**src/rtl/alu_req_arbiter.sv**
```systemverilog
// ============================================================================
// Module   : alu_req_arbiter
// Brief    : Round-robin arbiter that time-shares one combinational ALU
//            between two valid/ready requesters and returns captured results.
// Revision : 1.0 - initial release
// ============================================================================
`timescale 1ns/1ps
`default_nettype none

module alu_req_arbiter #(
  parameter int DATA_W   = 8,
  parameter int SEL_W    = 3,
  parameter int ALU_WAIT = 1
) (
  input  logic              clk,
  input  logic              rst_n,
  // requester 0
  input  logic              req0_valid,
  output logic              req0_ready,
  input  logic [DATA_W-1:0] req0_a,
  input  logic [DATA_W-1:0] req0_b,
  input  logic [SEL_W-1:0]  req0_sel,
  output logic              rsp0_valid,
  input  logic              rsp0_ready,
  output logic [DATA_W-1:0] rsp0_result,
  output logic              rsp0_zero,
  // requester 1
  input  logic              req1_valid,
  output logic              req1_ready,
  input  logic [DATA_W-1:0] req1_a,
  input  logic [DATA_W-1:0] req1_b,
  input  logic [SEL_W-1:0]  req1_sel,
  output logic              rsp1_valid,
  input  logic              rsp1_ready,
  output logic [DATA_W-1:0] rsp1_result,
  output logic              rsp1_zero,
  // shared ALU
  output logic [DATA_W-1:0] alu_a,
  output logic [DATA_W-1:0] alu_b,
  output logic [SEL_W-1:0]  alu_sel,
  input  logic [DATA_W-1:0] alu_result,
  input  logic              alu_zero,
  output logic              busy
);

  localparam int                 c_CNT_W     = 4;
  localparam logic [c_CNT_W-1:0] c_WAIT_LOAD = c_CNT_W'(ALU_WAIT - 1);

  typedef enum logic [1:0] {
    ST_IDLE = 2'd0,
    ST_EXEC = 2'd1,
    ST_RESP = 2'd2
  } state_t;

  state_t             r_state;
  state_t             w_next_state;
  logic               r_ptr;    // requester that wins a tie
  logic               r_owner;  // requester whose operation is in flight
  logic [c_CNT_W-1:0] r_cnt;

  logic w_grant0;
  logic w_grant1;
  logic w_accept;
  logic w_capture;
  logic w_release;

  // A lone requester always wins; a tie goes to the pointer.
  assign w_grant0 = req0_valid && (!req1_valid || !r_ptr);
  assign w_grant1 = req1_valid && (!req0_valid ||  r_ptr);

  assign req0_ready = (r_state == ST_IDLE) && w_grant0;
  assign req1_ready = (r_state == ST_IDLE) && w_grant1;
  assign busy       = (r_state != ST_IDLE);

  always_ff @(posedge clk or negedge rst_n) begin
    if (!rst_n) begin
      r_state <= ST_IDLE;
    end else begin
      r_state <= w_next_state;
    end
  end

  always_comb begin
    w_next_state = r_state;
    w_accept     = 1'b0;
    w_capture    = 1'b0;
    w_release    = 1'b0;
    case (r_state)
      ST_IDLE: begin
        if (req0_valid || req1_valid) begin
          w_accept     = 1'b1;
          w_next_state = ST_EXEC;
        end
      end
      ST_EXEC: begin
        if (r_cnt == '0) begin
          w_capture    = 1'b1;
          w_next_state = ST_RESP;
        end
      end
      ST_RESP: begin
        if (r_owner ? rsp1_ready : rsp0_ready) begin
          w_release    = 1'b1;
          w_next_state = ST_IDLE;
        end
      end
      default: w_next_state = ST_IDLE;
    endcase
  end

  always_ff @(posedge clk or negedge rst_n) begin
    if (!rst_n) begin
      r_ptr       <= 1'b0;
      r_owner     <= 1'b0;
      r_cnt       <= '0;
      alu_a       <= '0;
      alu_b       <= '0;
      alu_sel     <= '0;
      rsp0_valid  <= 1'b0;
      rsp0_result <= '0;
      rsp0_zero   <= 1'b0;
      rsp1_valid  <= 1'b0;
      rsp1_result <= '0;
      rsp1_zero   <= 1'b0;
    end else begin
      if (w_accept) begin
        alu_a   <= w_grant1 ? req1_a   : req0_a;
        alu_b   <= w_grant1 ? req1_b   : req0_b;
        alu_sel <= w_grant1 ? req1_sel : req0_sel;
        r_owner <= w_grant1;
        r_ptr   <= ~w_grant1;
        r_cnt   <= c_WAIT_LOAD;
      end

      if ((r_state == ST_EXEC) && !w_capture) begin
        r_cnt <= r_cnt - 1'b1;
      end

      // Only the owner's response registers are ever written.
      if (w_capture) begin
        if (r_owner) begin
          rsp1_result <= alu_result;
          rsp1_zero   <= alu_zero;
          rsp1_valid  <= 1'b1;
        end else begin
          rsp0_result <= alu_result;
          rsp0_zero   <= alu_zero;
          rsp0_valid  <= 1'b1;
        end
      end

      if (w_release) begin
        if (r_owner) begin
          rsp1_valid <= 1'b0;
        end else begin
          rsp0_valid <= 1'b0;
        end
      end
    end
  end

endmodule

`default_nettype wire

```
**config.mk**
```make
export PLATFORM = sky130hd
export DESIGN_NAME = alu_req_arbiter
export DESIGN_NICKNAME = d
export VERILOG_FILES = /design/src/rtl/alu_req_arbiter.sv
export SDC_FILE = /design/constraint.sdc
export NUM_CORES = 1
export LEC_CHECK = 0
export ABC_AREA = 1
export CORE_UTILIZATION = 46
export CTS_CLUSTER_DIAMETER = 60
export DETAILED_ROUTE_END_ITERATION = 12
export GPL_TIMING_DRIVEN = 0
export PLACE_DENSITY = 0.95
export SLEW_MARGIN = 20
export SYNTH_ARGS = -nofsm -noshare
export SYNTH_HDL_FRONTEND = slang
export SYNTH_SLANG_ARGS = --single-unit
```
**constraint.sdc**
```tcl
create_clock -name clk -period 2 [get_ports clk]
set_clock_uncertainty 0.05 [all_clocks]
set_input_delay 0.3 -clock clk [delete_from_list [all_inputs] [get_ports clk]]
set_output_delay 0.3 -clock clk [all_outputs]
set_load 0.01 [all_outputs]
```
# == Word level (Yosys, flattened, before mapping) ==
# Cells that the tools add are included.
# word_totals
regBits,47
input_bits,53
out_inout_bits,42
word_cells,64
# op_classes
n_addsub,1
n_eq_ne,5
mux,24
bitwise,2
reduce_logical,19
# ops
operator,count
8-bit two-way mux,2
1-bit two-way mux,15
4-bit two-way mux,2
2-bit two-way mux,3
2-bit one-hot mux with 3 select lines,1
1-bit logical AND,5
1-bit zero test,4
4-bit zero test,1
2-bit inequality test (second input constant),2
2-bit AND reduction,2
2-bit nonzero test,2
4-bit by 1-bit subtractor with 4-bit output (second input constant),1
1-bit logical OR,3
3-bit two-way mux,1
3-bit AND reduction,1
2-bit by 1-bit == test with 1-bit output (second input constant),1
2-bit == test (second input constant),1
2-bit zero test,1
2-bit by 1-bit inequality test with 1-bit output (second input constant),1
1-bit NOT,2

# == Longest topological paths before layout ==
# Gate-level depths: netlist (run 1).
# logic_depth
depth_word,6
ltp_mapped,7
ltp_nobuf,7

# == Least setup slack after synthesis (run 1) ==
# No wires, ideal clock.
# synth_path
path_type,flip-flop to flip-flop
start,reg r_cnt[0]
end,reg rsp1_result[7]
setup_time_ns,0.065
arrival_ns,1.182
t_required_ns,1.885
path_slack_ns,0.703
path_stages_with_launch,8
path_buffers,1
synth_period_minus_slack_ns,1.297
cell_sequence,dfrtp_1 -> inv_1 -> ha_1 -> nand2_1 -> inv_2 -> buf_6 -> nand4_1 -> nand2_1
# synth_via
elab_chain_len,4
# synth_lines
item,line_no,text
from (decl),59,logic [c_CNT_W-1:0] r_cnt;
from (signal assigned),132,r_cnt <= c_WAIT_LOAD;
from (signal assigned),136,r_cnt <= r_cnt - 1'b1;
4-bit zero test,96,if (r_cnt == '0) begin
1-bit two-way mux,96,
1-bit two-way mux,88,case (r_state)
2-bit AND reduction (no source line),n/a,
to (signal assigned),142,rsp1_result <= alu_result;
to (decl),35,"output logic [DATA_W-1:0] rsp1_result,"
# Every way passes these cells.
# A chain may end at the register's enable or synchronous reset.

# == Worst setup path in the final report (run 1) ==
# layout_path
start,reg r_state[0]
end,out req0_ready
# layout_via
elab_chain_len,2
# layout_lines
item,line_no,text
from (decl),55,state_t r_state;
from (signal assigned),79,r_state <= w_next_state;
2-bit zero test,71,assign req0_ready = (r_state == ST_IDLE) && w_grant0;
1-bit logical AND,71,
to (decl),19,"output logic req0_ready,"
# Every way passes these cells.

==> flow_summary.json, run 1 <==
{
  "grt_pass1_vias": 2288,
  "drtIter0Drc": 122,
  "required_ns": 1.65,
  "fin_crit_sh_pct": 95.45,
  "seq_area_frac_synth_pct": 51.09,
  "grt-ovfl-total": 0,
  "power_density_mw_per_mm2": 1451,
  "hold_path_class": "input pin to register",
  "track_usage_pct": 24.90,
  "ctsHtreeMaxLevel": 2,
  "syn_area_mm2": 0.002302,
  "synth_edf_count": 0,
  "firstDrtPassIters": 4,
  "avgViaCountPerCell": 5.268,
  "grt_max_degree": 28,
  "synth_commonest_cells": "97 x nand2_1, 47 x dfrtp_1, 37 x nand3_1",
  "fp-row-count": 25,
  "nNetsFinal": 433,
  "rsz0062_at_grt": "no",
  "ir_worst_vdd_v": 0.0006782,
  "start_util_pct": 48.42,
  "antenna_found_initial": 0,
  "cts.sinks": 47,
  "crit_chain": "inv_2 > nand2_1 > nor2_4 > nand2_1 > inv_1 > dlygate4sd2_1",
  "ant_nets": 0,
  "synth_area_leaders": "dfrtp_1 51%, nand2_1 16%, nand3_1 8.0%",
  "avgSynthCellArea_um2": 8.372,
  "syn-num-nets": 330,
  "cts_tree": "yes",
  "cts_root_buf": "clkbuf_8",
  "final_hold_viol_count": 0,
  "post-synth-top-area-cell": "dfrtp_1",
  "vias": 2339,
  "dieArea_mm2": 0.005292,
  "synth_top_area_share_pct": 51.09,
  "cap_violations": 0,
  "gp_congestion": 0.8579,
  "drive_gt1_share_pct": 9.019,
  "yosysMostFrequentCell": "nand2_1",
  "report.final.slew_viol_count": 0,
  "crit_arrival_ns": 1.56,
  "n_antenna_cell": 0,
  "status": "finished, final reports clean",
  "final.setup.tns_ns": 0,
  "max_stage_delay_ns": 0.42,
  "wl_per_cell_um": 14.09,
  "fin_area_mm2": 0.003440,
  "ys_ff_latch": 47,
  "total_power_mw": 4.992,
  "placed_area_mm2": 0.003332,
  "p_leak_nw": 1.684,
  "hpwl_um": 4631,
  "areaGrowthSynthToFinish_pct": 49.40,
  "numCtsBuffers": 5,
  "crit_slowest_cell": "dfrtp_1",
  "synthFlopType": "dfrtp_1",
  "io_buffer_count": 93,
  "crit_type": "register to primary output",
  "syn-instance-count": 275,
  "setup_viol": 0,
  "worstMarginPinSlew_ns": 0.4897,
  "cts_buffer_depth": 2,
  "maxSlewHeadroom_pct": 67.36,
  "die_h_um": 72.75,
  "die_width_um": 72.75,
  "grt_first_pass_wirelength_um": 9936,
  "async_flop_share_pct": 100.0,
  "path_common_cell": "nand2_1",
  "fmax_ghz": 0.5238,
  "path_clk_slew_ns": 0.08,
  "clk_latency_ns": 0.30,
  "yosys_warnings": 0,
  "totalWireLength_um": 6255,
  "crit_fanout": 4,
  "post-route-min-period_ns": 1.909,
  "worst_setup_path_start_kind": "register",
  "end_kind": "primary output",
  "drc": 0,
  "num_io_pins": 95,
  "core_area_mm2": 0.004755,
  "synth_cell_type_count": 24
}
==> what timing repair did <==
item / 4_1_cts / 5_1_grt
hold buffers: 1 / 0
endpoints found under the hold margin: 20 / 0
resized for setup: 7 / 3
setup buffers: 1 / 0
endpoints found under the setup margin: 2 / 1
==> layer usage <==
metal / vias to the layer above / wire length, µm / global-route usage [%] / share of wire (%)
li1: 1096 / - / - / -
met1: 1090 / 2383 / 28.13 / 38
met2: 129 / 3136 / 42.78 / 50
met3: 24 / 531 / 7.597 / 8.5
met4: 0 / 204 / 12.20 / 3.3
met5: - / 0 / 0 / 0
==> sequential cells by signal, summed over array words and instances (netlist names), 2 cells and up, named ones only <==
signal / flops
rsp1_result: 8
r_cnt: 4
alu_b: 8
alu_a: 8
alu_sel: 3
r_state: 2
rsp0_result: 8
==> cell type report <==
type | count | area (µm²)
tap | 67 | 83.83
fill | 366 | 1315
buffer | 14 | 96.34
clock buffer | 6 | 72.57
timing repair buffer | 96 | 963.4
inverter | 27 | 101.3
sequential | 47 | 1177
multi-input combinational | 187 | 944.7
==> placed cells by master, fill, tap and decap left out, types with 2 or more instances in the layout <==
master / n
buf_4: 5
nand2_2: 2
nand2_1: 95
o21ai_0: 4
nand4_1: 18
o21ai_1: 2
inv_2: 3
clkbuf_8: 5
dlygate4sd2_1: 2
ha_1: 2
nand3b_1: 13
nand3_1: 37
clkbuf_1: 3
inv_1: 24
dfrtp_1: 46
buf_2: 5
clkdlybuf4s50_1: 89
buf_6: 3
nor2_4: 4
nor2_1: 4
==> where the power goes <==
| group | internal [mW] | switching, mW | leakage, nW |
|---|---|---|---|
| registers | 1.43 | 0.313 | 0.568 |
| logic | 1.32 | 1.40 | 1.08 |
| clock network | 0.234 | 0.298 | 0.0371 |
| total | 2.98 | 2.01 | 1.68 |
==> stage by stage <==
step	utilization (%)	setup slack, ns	std cells	hold WS (ns)
after floorplan	-	0.7030	275	-0.04559
after global placement	69.76	-0.5902	435	0.4128
after global routing	72.34	0.006076	444	0.4029
after CTS	72.16	0.01779	444	0.3593
final	72.34	0.09105	444	0.3818
after detailed placement	70.08	-0.3675	436	0.2328
==> cell families after synthesis <==
logic type	synth area share [%]
buffers and inverters	8.315
AND/OR/NAND/NOR	36.85
adder cells (fa/ha/maj)	1.087
XOR/XNOR	0.3805
flip-flops	51.09
AO/OA/AOI/OAI	2.283
==> critical path: cells and delay by family, from the launching register on <==
kind / cells / cell delay, ns
AND/OR/NAND/NOR: 3 / 0.39
buffers and inverters: 3 / 0.46
flip-flops: 1 / 0.42
==> worst paths after layout <==
kind                            start  slack (ns)  cells after the start        endpoint
min in group asynchronous       rst_n        0.45                      2  rsp0_result[3]
max in group asynchronous       rst_n        0.93                      3      r_state[1]
min                        req1_valid        0.38                      4      alu_sel[1]
max                        r_state[0]        0.09                      6      req0_ready
max reg2reg                  r_cnt[0]        0.49                      7  rsp0_result[4]
min reg2reg                  alu_b[6]        0.44                      2        alu_b[6]
No activity file was read; power rests on OpenSTA's default activity.
==> inputs of run 2 (changes only) <==
CORE_MARGIN = 4   (was unset)
SKIP_LAST_GASP = 1   (was unset)
==> run 2 against run 1 <==
  * Global-route usage fell by 3.9 points
  * Largest power group unchanged
  * Combinational power barely moved
  * Wire length fell by 0.62%
==> flow_summary.json, run 2 (synthesis gave the netlist of run 1 again) <==
{
  "fin_area_mm2": 0.003451,
  "fmax_ghz": 0.5288,
  "n_antenna_cell": 0,
  "io_buffer_count": 93,
  "cp-startpoint": "r_ptr",
  "core_area_mm2": 0.004786,
  "cts_root_buf": "clkbuf_8",
  "grt_max_degree": 26,
  "grt_pass1_vias": 2311,
  "rsz0062_at_grt": "no",
  "holdWs_ns": 0.3906,
  "path_clk_slew_ns": 0.08,
  "p_int_mw": 3.018,
  "report.final.slew_viol_count": 0,
  "cap_violations": 0,
  "totalWireLength_um": 6216,
  "grt_util_met2_pct": 36.84,
  "final_cell_mix": "95 x nand2_1, 89 x clkdlybuf4s50_1, 46 x dfrtp_1, 37 x nand3_1, 24 x inv_1",
  "ctsHtreeMaxLevel": 2,
  "fp-row-count": 25,
  "die_width_um": 78.75,
  "crit_fanout": 10,
  "min_from": "req1_valid",
  "firstDrtPassIters": 4,
  "drc": 0,
  "max_stage_delay_ns": 0.37,
  "hold_path_class": "input pin to register",
  "nFillCells": 367,
  "power_density_mw_per_mm2": 1450,
  "num_io_pins": 95,
  "multi_input_area_um2": 944.7,
  "die_h_um": 78.75,
  "antenna_found_initial": 0,
  "drive_gt1_share_pct": 9.284,
  "final_common_cell": "nand2_1",
  "cts_buffer_depth": 2,
  "post-route-min-period_ns": 1.891,
  "worst_setup_path_start_kind": "register",
  "crit_slowest_cell": "dfrtp_1",
  "crit_buf_inv": 4,
  "drtIter0Drc": 124,
  "setup_viol": 0,
  "track_usage_pct": 20.96,
  "crit_family": "buffers and inverters",
  "power_switching_share_pct": 39.71,
  "fin_crit_sh_pct": 94.55,
  "areaGrowthSynthToFinish_pct": 49.89,
  "nNetsFinal": 432,
  "avgViaCountPerCell": 5.137,
  "crit_arrival_ns": 1.54,
  "crit_type": "register to primary output",
  "gp_congestion": 0.8730,
  "status": "finished, final reports clean",
  "hpwl_um": 4808,
  "worstMarginPinSlew_ns": 0.5939,
  "p_leak_nw": 1.684,
  "p_clk_share_pct": 11.3,
  "grt-ovfl-total": 0,
  "p_sw_mw": 1.987,
  "use_met1_pct": 24.37,
  "crit_chain": "inv_1 > nand2_2 > nand2_2 > buf_6 > nand2_1 > inv_1 > dlygate4sd2_1",
  "cts_tree": "yes",
  "ant_nets": 0,
  "clk_latency_ns": 0.29,
  "vias": 2281,
  "maxSlewHeadroom_pct": 60.41,
  "dp_worst_setup_slack_ns": -0.4155,
  "comb_power_share_pct": 54.0,
  "fin_cells": 444,
  "required_ns": 1.65,
  "end_kind": "primary output",
  "timing.final.ws_setup_ns": 0.1090,
  "numPlacedInstances": 436,
  "start_util_pct": 48.10,
  "wl_per_cell_um": 14.00,
  "dieArea_mm2": 0.006201,
  "seqPwrFrac_pct": 34.7,
  "grt_first_pass_wirelength_um": 10250,
  "grt-busiest-layer": "met2",
  "placed_area_mm2": 0.003339,
  "seqCellArea_mm2": 0.001177,
  "rr_startpoint": "r_cnt[0]",
  "final_hold_viol_count": 0,
  "use_met3_pct": 7.029,
  "cts.sinks": 47,
  "numCtsBuffers": 5,
  "ir_worst_vdd_v": 0.0007782
}
[run 2: changes by cell type in the layout (fill, tap and decap cells not counted), sizes merged]
cell	delta
buf	-1
dlymetal6s2s	-1
dlygate4sd2	+1
clkinv	+1
[run 2: through the flow]
step / util, % / TNS (ns) / power, mW
CTS: 71.84 / 0 / 5.025
finish: 72.10 / 0 / 5.005
global placement: 69.31 / -29.98 / 4.309
floorplan: - / 0 / 3.127
detailed placement: 69.78 / -0.7545 / 4.428
global route: 72.10 / 0 / 5.402
[run 2: power by group through the flow]
stage	Combinational, mW	Sequential, mW	Clock, mW
after global placement	2.59	1.72	0
after global routing	3.00	1.79	0.612
after floorplan	1.24	1.89	0
after CTS	2.71	1.73	0.578
final	2.70	1.74	0.566
after detailed placement	2.69	1.74	0
[run 2: worst reg2reg max path, cell delays in order (launching register included)]
cell     delay [ns]
dfrtp_1        0.40
inv_1          0.13
ha_1           0.26
nand2_1        0.10
inv_2          0.16
buf_6          0.16
nand4_1        0.10
nand2_1        0.08
[run 2: layout make-up]
cell class	instances	share of cell area, %
Tap cell	67	2.429
Clock buffer	6	2.393
Sequential cell	47	34.12
Clock inverter	1	0.1450
Buffer	14	2.792
Timing Repair Buffer	95	27.81
Multi-Input combinational cell	187	27.37
Inverter	27	2.937
[run 2: per-layer routing]
metal | vias to the layer above | wire length, µm
li1 | 1091 | -
met1 | 1075 | 2422
met2 | 106 | 3089
met3 | 9 | 610
met4 | 0 | 93
met5 | - | 0
[run 2: timing repair]
action,4_1_cts,5_1_grt
setup buffers,0,0
setup endpoints to repair,2,1
endpoints found under the hold margin,24,0
pin swaps,0,0
gates resized for setup,6,4
hold buffers,1,0
[run 2: path summary, 6_finish.rpt]
kind	to	slack, ns	cells past startpoint
min reg2reg	rsp0_result[5]	0.43	2
max reg2reg	rsp0_result[1]	0.53	7
max in group asynchronous	rsp1_result[3]	0.89	3
max	req0_ready	0.11	7
min in group asynchronous	rsp1_result[5]	0.51	2
min	alu_sel[0]	0.39	4
